$ cat config.mk
export PLATFORM = sky130hd
export DESIGN_NAME = pipeline_stall_sched
export DESIGN_NICKNAME = d
export VERILOG_FILES = /design/src/rtl/pipeline_stall_sched.sv
export SDC_FILE = /design/constraint.sdc
export NUM_CORES = 1
export LEC_CHECK = 0
export CAP_MARGIN = 10
export CORE_AREA = 2 2 59 61
export CTS_BUF_LIST = sky130_fd_sc_hd__clkbuf_2
export DETAILED_ROUTE_END_ITERATION = 8
export DIE_AREA = 0 0 61 63
export GPL_ROUTABILITY_DRIVEN = 0
export GPL_TIMING_DRIVEN = 0
export PLACE_DENSITY = 0.91
export SLEW_MARGIN = 20
export SYNTH_ARGS = -nofsm -noshare
export SYNTH_HDL_FRONTEND = slang
export SYNTH_SLANG_ARGS = --single-unit
$ cat constraint.sdc
create_clock -name clk -period 2.1 [get_ports clk]
set_clock_uncertainty 0.15 [all_clocks]
set_input_delay 0.21 -clock clk [delete_from_list [all_inputs] [get_ports clk]]
set_output_delay 0.21 -clock clk [all_outputs]
set_load 0.05 [all_outputs]
$ cat src/rtl/pipeline_stall_sched.sv
// ============================================================================
// pipeline_stall_sched
//
// Central stall/flush scheduler for the five-stage pipeline. Merges the
// load-use request from hazard detection, taken-branch redirects, data-memory
// wait and the iterative mul/div unit into per-stage stall and flush controls.
// Contains the FSM that launches and waits on the mul/div unit.
//
// Optional feature macro: HAZARD_PERF_CNT_EN
//   defined   -> saturating StallCycles / FlushCount performance counters
//   undefined -> no counter registers, both counter outputs tied to 0
//
// Parameters:
//   MD_TIMEOUT  maximum MD_WAIT cycles before the watchdog aborts (>= 2)
//   CNT_W       width of the performance counters
//
// Ports:
//   clk, rst_n          clock (rising edge), async active-low reset
//   LoadUse_D           load-use hazard for the instruction in D
//   BranchTaken_D       branch/jump in D resolved taken
//   MulDivReq_E         mult/div instruction present in E
//   MulDivDone          single-cycle done pulse from the mul/div unit
//   MemReady_M          data memory completes the M access this cycle
//   Stall_F/D/E/M       hold the stage register
//   Flush_D/E/M         insert a bubble into the stage register
//   MulDivStart         one-cycle launch pulse to the mul/div unit
//   State               FSM state: RUN=0, MD_WAIT=1, MD_HOLD=2
//   MdTimeout           sticky watchdog flag
//   StallCycles         cycles with Stall_F=1
//   FlushCount          cycles with Flush_D or Flush_E =1
// ============================================================================
module pipeline_stall_sched #(
    parameter int unsigned MD_TIMEOUT = 64,
    parameter int unsigned CNT_W      = 32
) (
    input  logic             clk,
    input  logic             rst_n,
    input  logic             LoadUse_D,
    input  logic             BranchTaken_D,
    input  logic             MulDivReq_E,
    input  logic             MulDivDone,
    input  logic             MemReady_M,
    output logic             Stall_F,
    output logic             Stall_D,
    output logic             Stall_E,
    output logic             Stall_M,
    output logic             Flush_D,
    output logic             Flush_E,
    output logic             Flush_M,
    output logic             MulDivStart,
    output logic [1:0]       State,
    output logic             MdTimeout,
    output logic [CNT_W-1:0] StallCycles,
    output logic [CNT_W-1:0] FlushCount
);

    localparam int unsigned WD_W = $clog2(MD_TIMEOUT);
    localparam logic [WD_W-1:0] WD_LAST = WD_W'(MD_TIMEOUT - 1);

    typedef enum logic [1:0] {
        RUN     = 2'd0,
        MD_WAIT = 2'd1,
        MD_HOLD = 2'd2
    } state_t;

    state_t          state, stateNext;
    logic [WD_W-1:0] mdCnt, mdCntNext;
    logic            mdTimeoutQ;
    logic            timeoutSet;
    // Set when the watchdog aborts: the aborted instruction is still in E for
    // one more cycle and must not be launched a second time.
    logic            skipStart, skipNext;

    logic mdStall;
    logic stallF, stallD, stallE, stallM;
    logic flushD, flushE, flushM;
    logic startC;

    // ------------------------------------------------------------------
    // State registers
    // ------------------------------------------------------------------
    always_ff @(posedge clk or negedge rst_n) begin
        if (!rst_n) begin
            state      <= RUN;
            mdCnt      <= '0;
            mdTimeoutQ <= 1'b0;
            skipStart  <= 1'b0;
        end else begin
            state     <= stateNext;
            mdCnt     <= mdCntNext;
            skipStart <= skipNext;
            if (timeoutSet) begin
                mdTimeoutQ <= 1'b1;
            end
        end
    end

    // ------------------------------------------------------------------
    // Next state and Mealy stall/flush outputs
    // ------------------------------------------------------------------
    always_comb begin
        stateNext  = state;
        mdCntNext  = mdCnt;
        timeoutSet = 1'b0;
        skipNext   = skipStart;
        mdStall    = 1'b0;
        startC     = 1'b0;
        stallF     = 1'b0;
        stallD     = 1'b0;
        stallE     = 1'b0;
        stallM     = 1'b0;
        flushD     = 1'b0;
        flushE     = 1'b0;
        flushM     = 1'b0;

        unique case (state)
            RUN: begin
                // MulDivDone is ignored here.
                if (MulDivReq_E && MemReady_M && !skipStart) begin
                    startC    = 1'b1;
                    mdStall   = 1'b1;
                    stateNext = MD_WAIT;
                    mdCntNext = '0;
                end
            end
            MD_WAIT: begin
                if (!MulDivDone) begin
                    mdStall   = 1'b1;
                    mdCntNext = mdCnt + WD_W'(1);
                    if (mdCnt == WD_LAST) begin
                        stateNext  = RUN;
                        timeoutSet = 1'b1;
                        skipNext   = 1'b1;
                    end
                end else if (MemReady_M) begin
                    stateNext = RUN;
                end else begin
                    stateNext = MD_HOLD;
                end
            end
            MD_HOLD: begin
                // Result already captured; only the memory wait remains.
                if (MemReady_M) begin
                    stateNext = RUN;
                end
            end
            default: begin
                stateNext = RUN;
            end
        endcase

        if (!MemReady_M) begin
            stallF = 1'b1;
            stallD = 1'b1;
            stallE = 1'b1;
            stallM = 1'b1;
        end else if (mdStall) begin
            stallF = 1'b1;
            stallD = 1'b1;
            stallE = 1'b1;
            flushM = 1'b1;
        end else if (LoadUse_D) begin
            stallF = 1'b1;
            stallD = 1'b1;
            flushE = 1'b1;
        end else if (BranchTaken_D) begin
            flushD = 1'b1;
        end

        // The aborted instruction leaves E the first cycle E is not held.
        if (state == RUN && !stallE) begin
            skipNext = 1'b0;
        end
    end

    // Controls are forced inactive for as long as reset is held.
    assign Stall_F     = stallF & rst_n;
    assign Stall_D     = stallD & rst_n;
    assign Stall_E     = stallE & rst_n;
    assign Stall_M     = stallM & rst_n;
    assign Flush_D     = flushD & rst_n;
    assign Flush_E     = flushE & rst_n;
    assign Flush_M     = flushM & rst_n;
    assign MulDivStart = startC & rst_n;
    assign State       = state;
    assign MdTimeout   = mdTimeoutQ;

    // ------------------------------------------------------------------
    // Performance counters
    // ------------------------------------------------------------------
`ifdef HAZARD_PERF_CNT_EN
    logic [CNT_W-1:0] stallCnt, flushCnt;

    always_ff @(posedge clk or negedge rst_n) begin
        if (!rst_n) begin
            stallCnt <= '0;
            flushCnt <= '0;
        end else begin
            if (Stall_F && (stallCnt != '1)) begin
                stallCnt <= stallCnt + CNT_W'(1);
            end
            if ((Flush_D || Flush_E) && (flushCnt != '1)) begin
                flushCnt <= flushCnt + CNT_W'(1);
            end
        end
    end

    assign StallCycles = stallCnt;
    assign FlushCount  = flushCnt;
`else
    assign StallCycles = '0;
    assign FlushCount  = '0;
`endif

endmodule
==> flow_metrics.py, run 1 <==
metrics = {
    "drt": {
        "via_per_inst": 3.631,
        "wl_mm": 2.588,
        "drt_iter0_markers": 21,
        "first_pass_iters": 6,
        "drc": 0,
        "wl_per_cell_um": 9.657,
        "vias": 973,
        "ant_nets": 0,
    },
    "synthesis": {
        "yosys.area_share.simple": 0.1503,
        "synth.yosys.seq_area_share": 0.2367,
        "synthCells": 126,
        "async_reset_ff_frac": 1.000,
        "ys_warn_count": 0,
        "avgSynthCellArea_um2": 8.391,
        "muxShareOfSynthArea": 0.02012,
        "syn-cell-area_mm2": 0.001057,
        "synth_xor_area_frac": 0.008284,
        "synthFlopType": "dfrtp_1",
        "synth_fa_ha_area_frac": 0.01183,
        "synth_top_family_by_area": "buffers and inverters",
        "ys_ff_latch": 10,
        "yosysUniqueCellTypes": 33,
        "synth-compound-area-share": 0.09941,
        "synth_edf_count": 0,
    },
    "setup_path": {
        "crit_fanout": 5,
        "crit_type": "flip-flop to primary output",
        "worst_setup_path_start_kind": "flip-flop",
        "r2r_end": "mdCnt[5]",
        "worstReg2RegStart": "State[0]",
        "worst-r2r-cell-count": 6,
        "regToRegSetupSlack_ps": 70,
        "cp.arrival_ps": 1760,
        "end_kind": "primary output",
        "crit_required_ps": 1740,
    },
    "sta": {
        "fin_crit_sh": 1.009,
        "finalHoldViolations": 0,
        "finalMaxSlewViolations": 0,
        "grt_setup_unrepaired": "yes",
        "setup_viol": 2,
        "min_period_ps": 2120,
        "tns_ps": -32.72,
        "fmax_ghz": 0.4718,
        "tightestPinTransition_ps": 507.5,
        "setup_slack_ps": -19.62,
        "slew_headroom": 0.6571,
    },
    "placement": {
        "placed_cells": 252,
        "port_buffers": 17,
        "hpwlAfterDp_mm": 1.825,
    },
    "clocking": {
        "max-clock-path-buffers": 2,
        "htree_levels": 1,
        "clock-sinks": 10,
        "cts_tree": "done",
        "cts_buffers": 3,
        "clock_latency_ps": 270,
        "path_clk_slew_ps": 110,
        "root_buffer": "clkbuf_2",
    },
    "global_route": {
        "grt_pass1_vias": 889,
        "grt.busiest_layer": "met2",
        "use_met3": 0.02899,
        "grt-ovfl-total": 0,
        "grt.met1_usage": 0.1394,
        "grt_pass1_wl_mm": 3.946,
        "grtUsageTotal": 0.1345,
        "antenna_found_initial": 0,
        "met2_usage": 0.2433,
        "grt_max_degree": 11,
    },
    "power": {
        "powerDensity_mw_per_mm2": 554.8,
        "p_leak_nw": 0.9946,
        "ir_worst_vdd_v": 0.0003121,
    },
    "die": {
        "ios": 82,
        "die_w_um": 61,
        "dieArea_mm2": 0.003843,
        "die_h_um": 63,
        "row_count": 21,
        "start_util": 0.3271,
        "coreArea_mm2": 0.003232,
    },
    "final_layout": {
        "area_delta_synth_final_pct": 62.49,
        "instances_no_fill": 268,
        "antennaDiodeCount": 0,
        "final_util": 0.5316,
        "fill_cells": 306,
        "nets": 231,
        "drive_gt1_frac": 0.4640,
        "seqCellArea_um2": 252.7,
        "multi_input_area_um2": 611.8,
    },
    "hold_path": {
        "min_to": "State[1]",
        "worstHoldStart": "MemReady_M",
        "holdCritPathClass": "input pin to flip-flop",
        "hold_depth": 2,
    },
    "job": {
        "cap_viol_max_count": 0,
    },
    "status": {
        "violations": "setup timing",
        "status": "finished, violations left",
    },
}
[worst max-delay path by stage]
stage	from	endpoint	slack (ps)	cells after the start
2_1_floorplan	State[1]	Flush_M	30	3
3_3_place_gp	MemReady_M	MulDivStart	-1090	5
3_5_place_dp	MemReady_M	MulDivStart	-1090	5
4_1_cts	State[0]	Stall_F	-60	5
5_1_grt	State[0]	Flush_M	-80	5
6_report	State[0]	Flush_M	-20	5
[layout by cell type (no fill, tap or decap), drive strengths merged, types with 2 or more instances in the layout]
master          n
buf            84
conb           64
dfrtp          10
clkdlybuf4s50   8
nand3           5
nand2           5
o21ai           4
nor2            4
a21oi           4
clkbuf          3
or3b            3
nor3            2
or3             2
[Yosys cell counts, drive strengths merged (2+ instances only)]
| cell | instances | area, um2 |
|---|---|---|
| o21ai | 4 | 20.02 |
| nor3 | 2 | 10.01 |
| or3 | 2 | 12.51 |
| nand2 | 5 | 18.77 |
| nor2 | 4 | 15.01 |
| a21oi | 4 | 20.02 |
| or3b | 3 | 26.28 |
| buf | 66 | 493.0 |
| dfrtp | 10 | 250.2 |
| nand3 | 5 | 25.02 |
[power by group]
part	internal, mW	leakage [nW]	total, mW	switching (mW)
Clock	0.0413	0.0140	0.116	0.0744
Combinational	0.197	0.847	0.597	0.400
Sequential	0.214	0.134	0.240	0.0260
Total	0.453	0.995	0.953	0.500
[flip-flops by register name (all words and copies together) (netlist names)]
| register | flops |
|---|---|
| MdTimeout | 1 |
| State | 2 |
| skipStart | 1 |
| mdCnt | 6 |
[critical path, stage by stage (launching register included)]
cell and delay [ps]:
dfrtp_2 460, buf_6 130, or3b_4 420, nor2_4 170
o211a_4 180, buf_8 140
[cell families after synthesis]
family | Yosys count
buffers and inverters | 67
and+or+nand+nor | 28
AOI/OAI and AO/OA | 16
DFF | 10
muxes | 2
adders and majority gates | 1
other | 1
xor gates and xnor gates | 1
[per-layer routing]
metal,vias to the layer above,routed length [um]
met5,-,0
met4,0,80
met3,8,250
met2,69,1381
met1,411,876
li1,485,-
[stage by stage]
stage,setup slack (ps),hold slack (ps),power [mW],cell area (um2)
floorplan,32.75,-235.6,0.7036,1333
global placement,-1088,296.6,0.7638,1560
detailed placement,-1091,304.6,0.7729,1560
CTS,-58.98,242.3,0.9251,1669
global route,-81.02,276.8,0.9961,1718
finish,-19.62,259.0,0.9531,1718
[area by class of cell]
| cell class | instances | area share |
|---|---|---|
| clock buffers | 3 | 0.008740 |
| plain buffers | 66 | 0.2891 |
| clock inverters | 1 | 0.002185 |
| multi-input cells | 112 | 0.3562 |
| repair buffers | 29 | 0.1610 |
| well taps | 46 | 0.03350 |
| flip-flops and latches | 10 | 0.1471 |
| inverters | 1 | 0.002185 |
[timing repair]
item	CTS	global route
buffers inserted	7	4
pin swaps	3	4
hold endpoints to repair	10	0
hold buffers	1	0
endpoints found under the setup margin	8	7
resized for setup	57	5
(Power assumes the default switching activity.)
==> run 2, diff against run 1 <==
--- a/config.mk
+++ b/config.mk
@@ -13,6 +13,7 @@
 export GPL_ROUTABILITY_DRIVEN = 0
 export GPL_TIMING_DRIVEN = 0
 export PLACE_DENSITY = 0.91
+export SETUP_SLACK_MARGIN = 0.4
 export SLEW_MARGIN = 20
 export SYNTH_ARGS = -nofsm -noshare
 export SYNTH_HDL_FRONTEND = slang
==> flow_metrics.py, run 2 (synthesis results as in run 1) <==
metrics = {
    "final_layout": {
        "layout_common_cells": "73 x buf_4, 64 x conb_1, 8 x dfrtp_1, 8 x buf_6",
        "antennaDiodeCount": 0,
        "final_common_cell": "buf_4",
        "largest_reg_flops": 6,
        "drive_gt1_frac": 0.4843,
        "regMostFlops": "mdCnt",
        "nets": 232,
        "area_delta_synth_final_pct": 67.22,
        "finalInstanceArea_mm2": 0.001768,
    },
    "setup_path": {
        "worst_setup_path_start_kind": "input pin",
        "r2r_end": "mdCnt[5]",
        "path_buf_inv": 3,
        "path_cells": "clkdlybuf4s50_1 -> or2b_1 -> a21oi_4 -> o31a_4 -> buf_8 -> buf_8",
        "crit_required_ps": 1740,
        "cp_slowest_cell": "clkdlybuf4s50_1",
        "end_kind": "primary output",
        "crit_type": "input pin to primary output",
        "slowest_delay_ps": 570,
        "crit_fanout": 5,
        "cp_common_cell": "buf_8",
        "worstReg2RegStart": "State[1]",
        "cp.arrival_ps": 1650,
        "regToRegSetupSlack_ps": 190,
        "worst-r2r-cell-count": 6,
        "crit_family": "buffers and inverters",
    },
    "sta": {
        "min_period_ps": 2013,
        "finalMaxSlewViolations": 0,
        "fmax_ghz": 0.4967,
        "tns_ps": 0,
        "finalHoldViolations": 0,
        "slew_headroom": 0.6613,
        "fin_hold_ws_ps": 237.9,
        "tightestPinTransition_ps": 501.2,
        "fin_crit_sh": 0.9587,
        "grt_setup_unrepaired": "yes",
        "setup_viol": 0,
    },
    "drt": {
        "drc": 0,
        "via_per_inst": 3.524,
        "wl_per_cell_um": 8.669,
        "wl_mm": 2.332,
        "drt_iter0_markers": 8,
        "first_pass_iters": 4,
        "ant_nets": 0,
        "vias": 948,
    },
    "clocking": {
        "clock_latency_ps": 250,
        "htree_levels": 1,
        "root_buffer": "clkbuf_2",
        "cts_buffers": 3,
        "path_clk_slew_ps": 110,
        "cts_tree": "done",
        "clock-sinks": 10,
        "max-clock-path-buffers": 2,
    },
    "global_route": {
        "met2_usage": 0.2473,
        "grtUsageTotal": 0.1285,
        "grt_pass1_wl_mm": 3.795,
        "grt-ovfl-total": 0,
        "grt.busiest_layer": "met2",
        "grt.met1_usage": 0.1223,
        "grt_max_degree": 11,
        "antenna_found_initial": 0,
        "use_met3": 0.03520,
        "grt_pass1_vias": 935,
    },
    "hold_path": {
        "min_to": "State[1]",
        "hold_depth": 2,
        "holdCritPathClass": "input pin to flip-flop",
        "worstHoldStart": "MemReady_M",
    },
    "power": {
        "p_leak_nw": 1.017,
        "p_total_mw": 0.9505,
        "ir_worst_vdd_v": 0.0003186,
        "powerDensity_mw_per_mm2": 537.6,
    },
    "status": {
        "status": "complete, no violations",
    },
    "die": {
        "coreArea_mm2": 0.003232,
        "die_h_um": 63,
        "dieArea_mm2": 0.003843,
        "die_w_um": 61,
        "start_util": 0.3271,
        "row_count": 21,
        "ios": 82,
    },
    "placement": {
        "port_buffers": 17,
        "place_area_mm2": 0.001592,
        "hpwlAfterDp_mm": 1.753,
    },
    "job": {
        "cap_viol_max_count": 0,
    },
}
run 2: cell types whose count changed in the layout (fill, tap and decap cells not counted), moves of 2 or more:
cell             change
buf_2                -2
buf_4                -2
buf_6                +4
clkdlybuf4s50_1      -4
dlygate4sd2_1        +2
run 2: worst max-delay path by stage:
stage               endpoint       start  cells after the start
global route         Flush_M    State[1]                      4
global placement     Flush_M  MemReady_M                      5
finish               Stall_F  MulDivDone                      6
CTS                  Stall_F    State[0]                      5
detailed placement   Flush_M  MemReady_M                      5
floorplan            Stall_F    State[0]                      4
run 2: area by class of cell:
class	instances	area (um2)
fillers	298	1464
multi-input cells	112	628.1
plain buffers	66	506.7
repair buffers	30	300.3
flip-flops and latches	10	252.7
well taps	46	57.56
clock buffers	3	15.01
clock inverters	1	3.754
inverters	1	3.754
run 2: metal layers:
layer  up-vias  share of wire
met5         -              0
met4         0         0.0086
met3         4          0.093
met2        51           0.55
met1       405           0.35
li1        488              -
run 2: timing repair:
action,in CTS,in global routing
endpoints found under the setup margin,12,13
buffers inserted,9,3
hold endpoints to repair,10,0
pin swaps,3,2
gates resized for setup,63,13
hold buffers,1,0
run 2: through the flow:
stage,util,cells,setup slack [ps]
5_1_grt,0.5470,269,26.38
6_report,0.5470,269,86.64
3_5_place_dp,0.4925,252,-764.7
2_1_floorplan,-,189,212.7
4_1_cts,0.5273,266,86.78
3_3_place_gp,0.4925,252,-753.8
run 2: power by group:
| group | switching (mW) | internal, mW | total [mW] |
|---|---|---|---|
| Sequential | 0.0273 | 0.214 | 0.242 |
| Combinational | 0.397 | 0.201 | 0.598 |
| Clock | 0.0697 | 0.0414 | 0.111 |
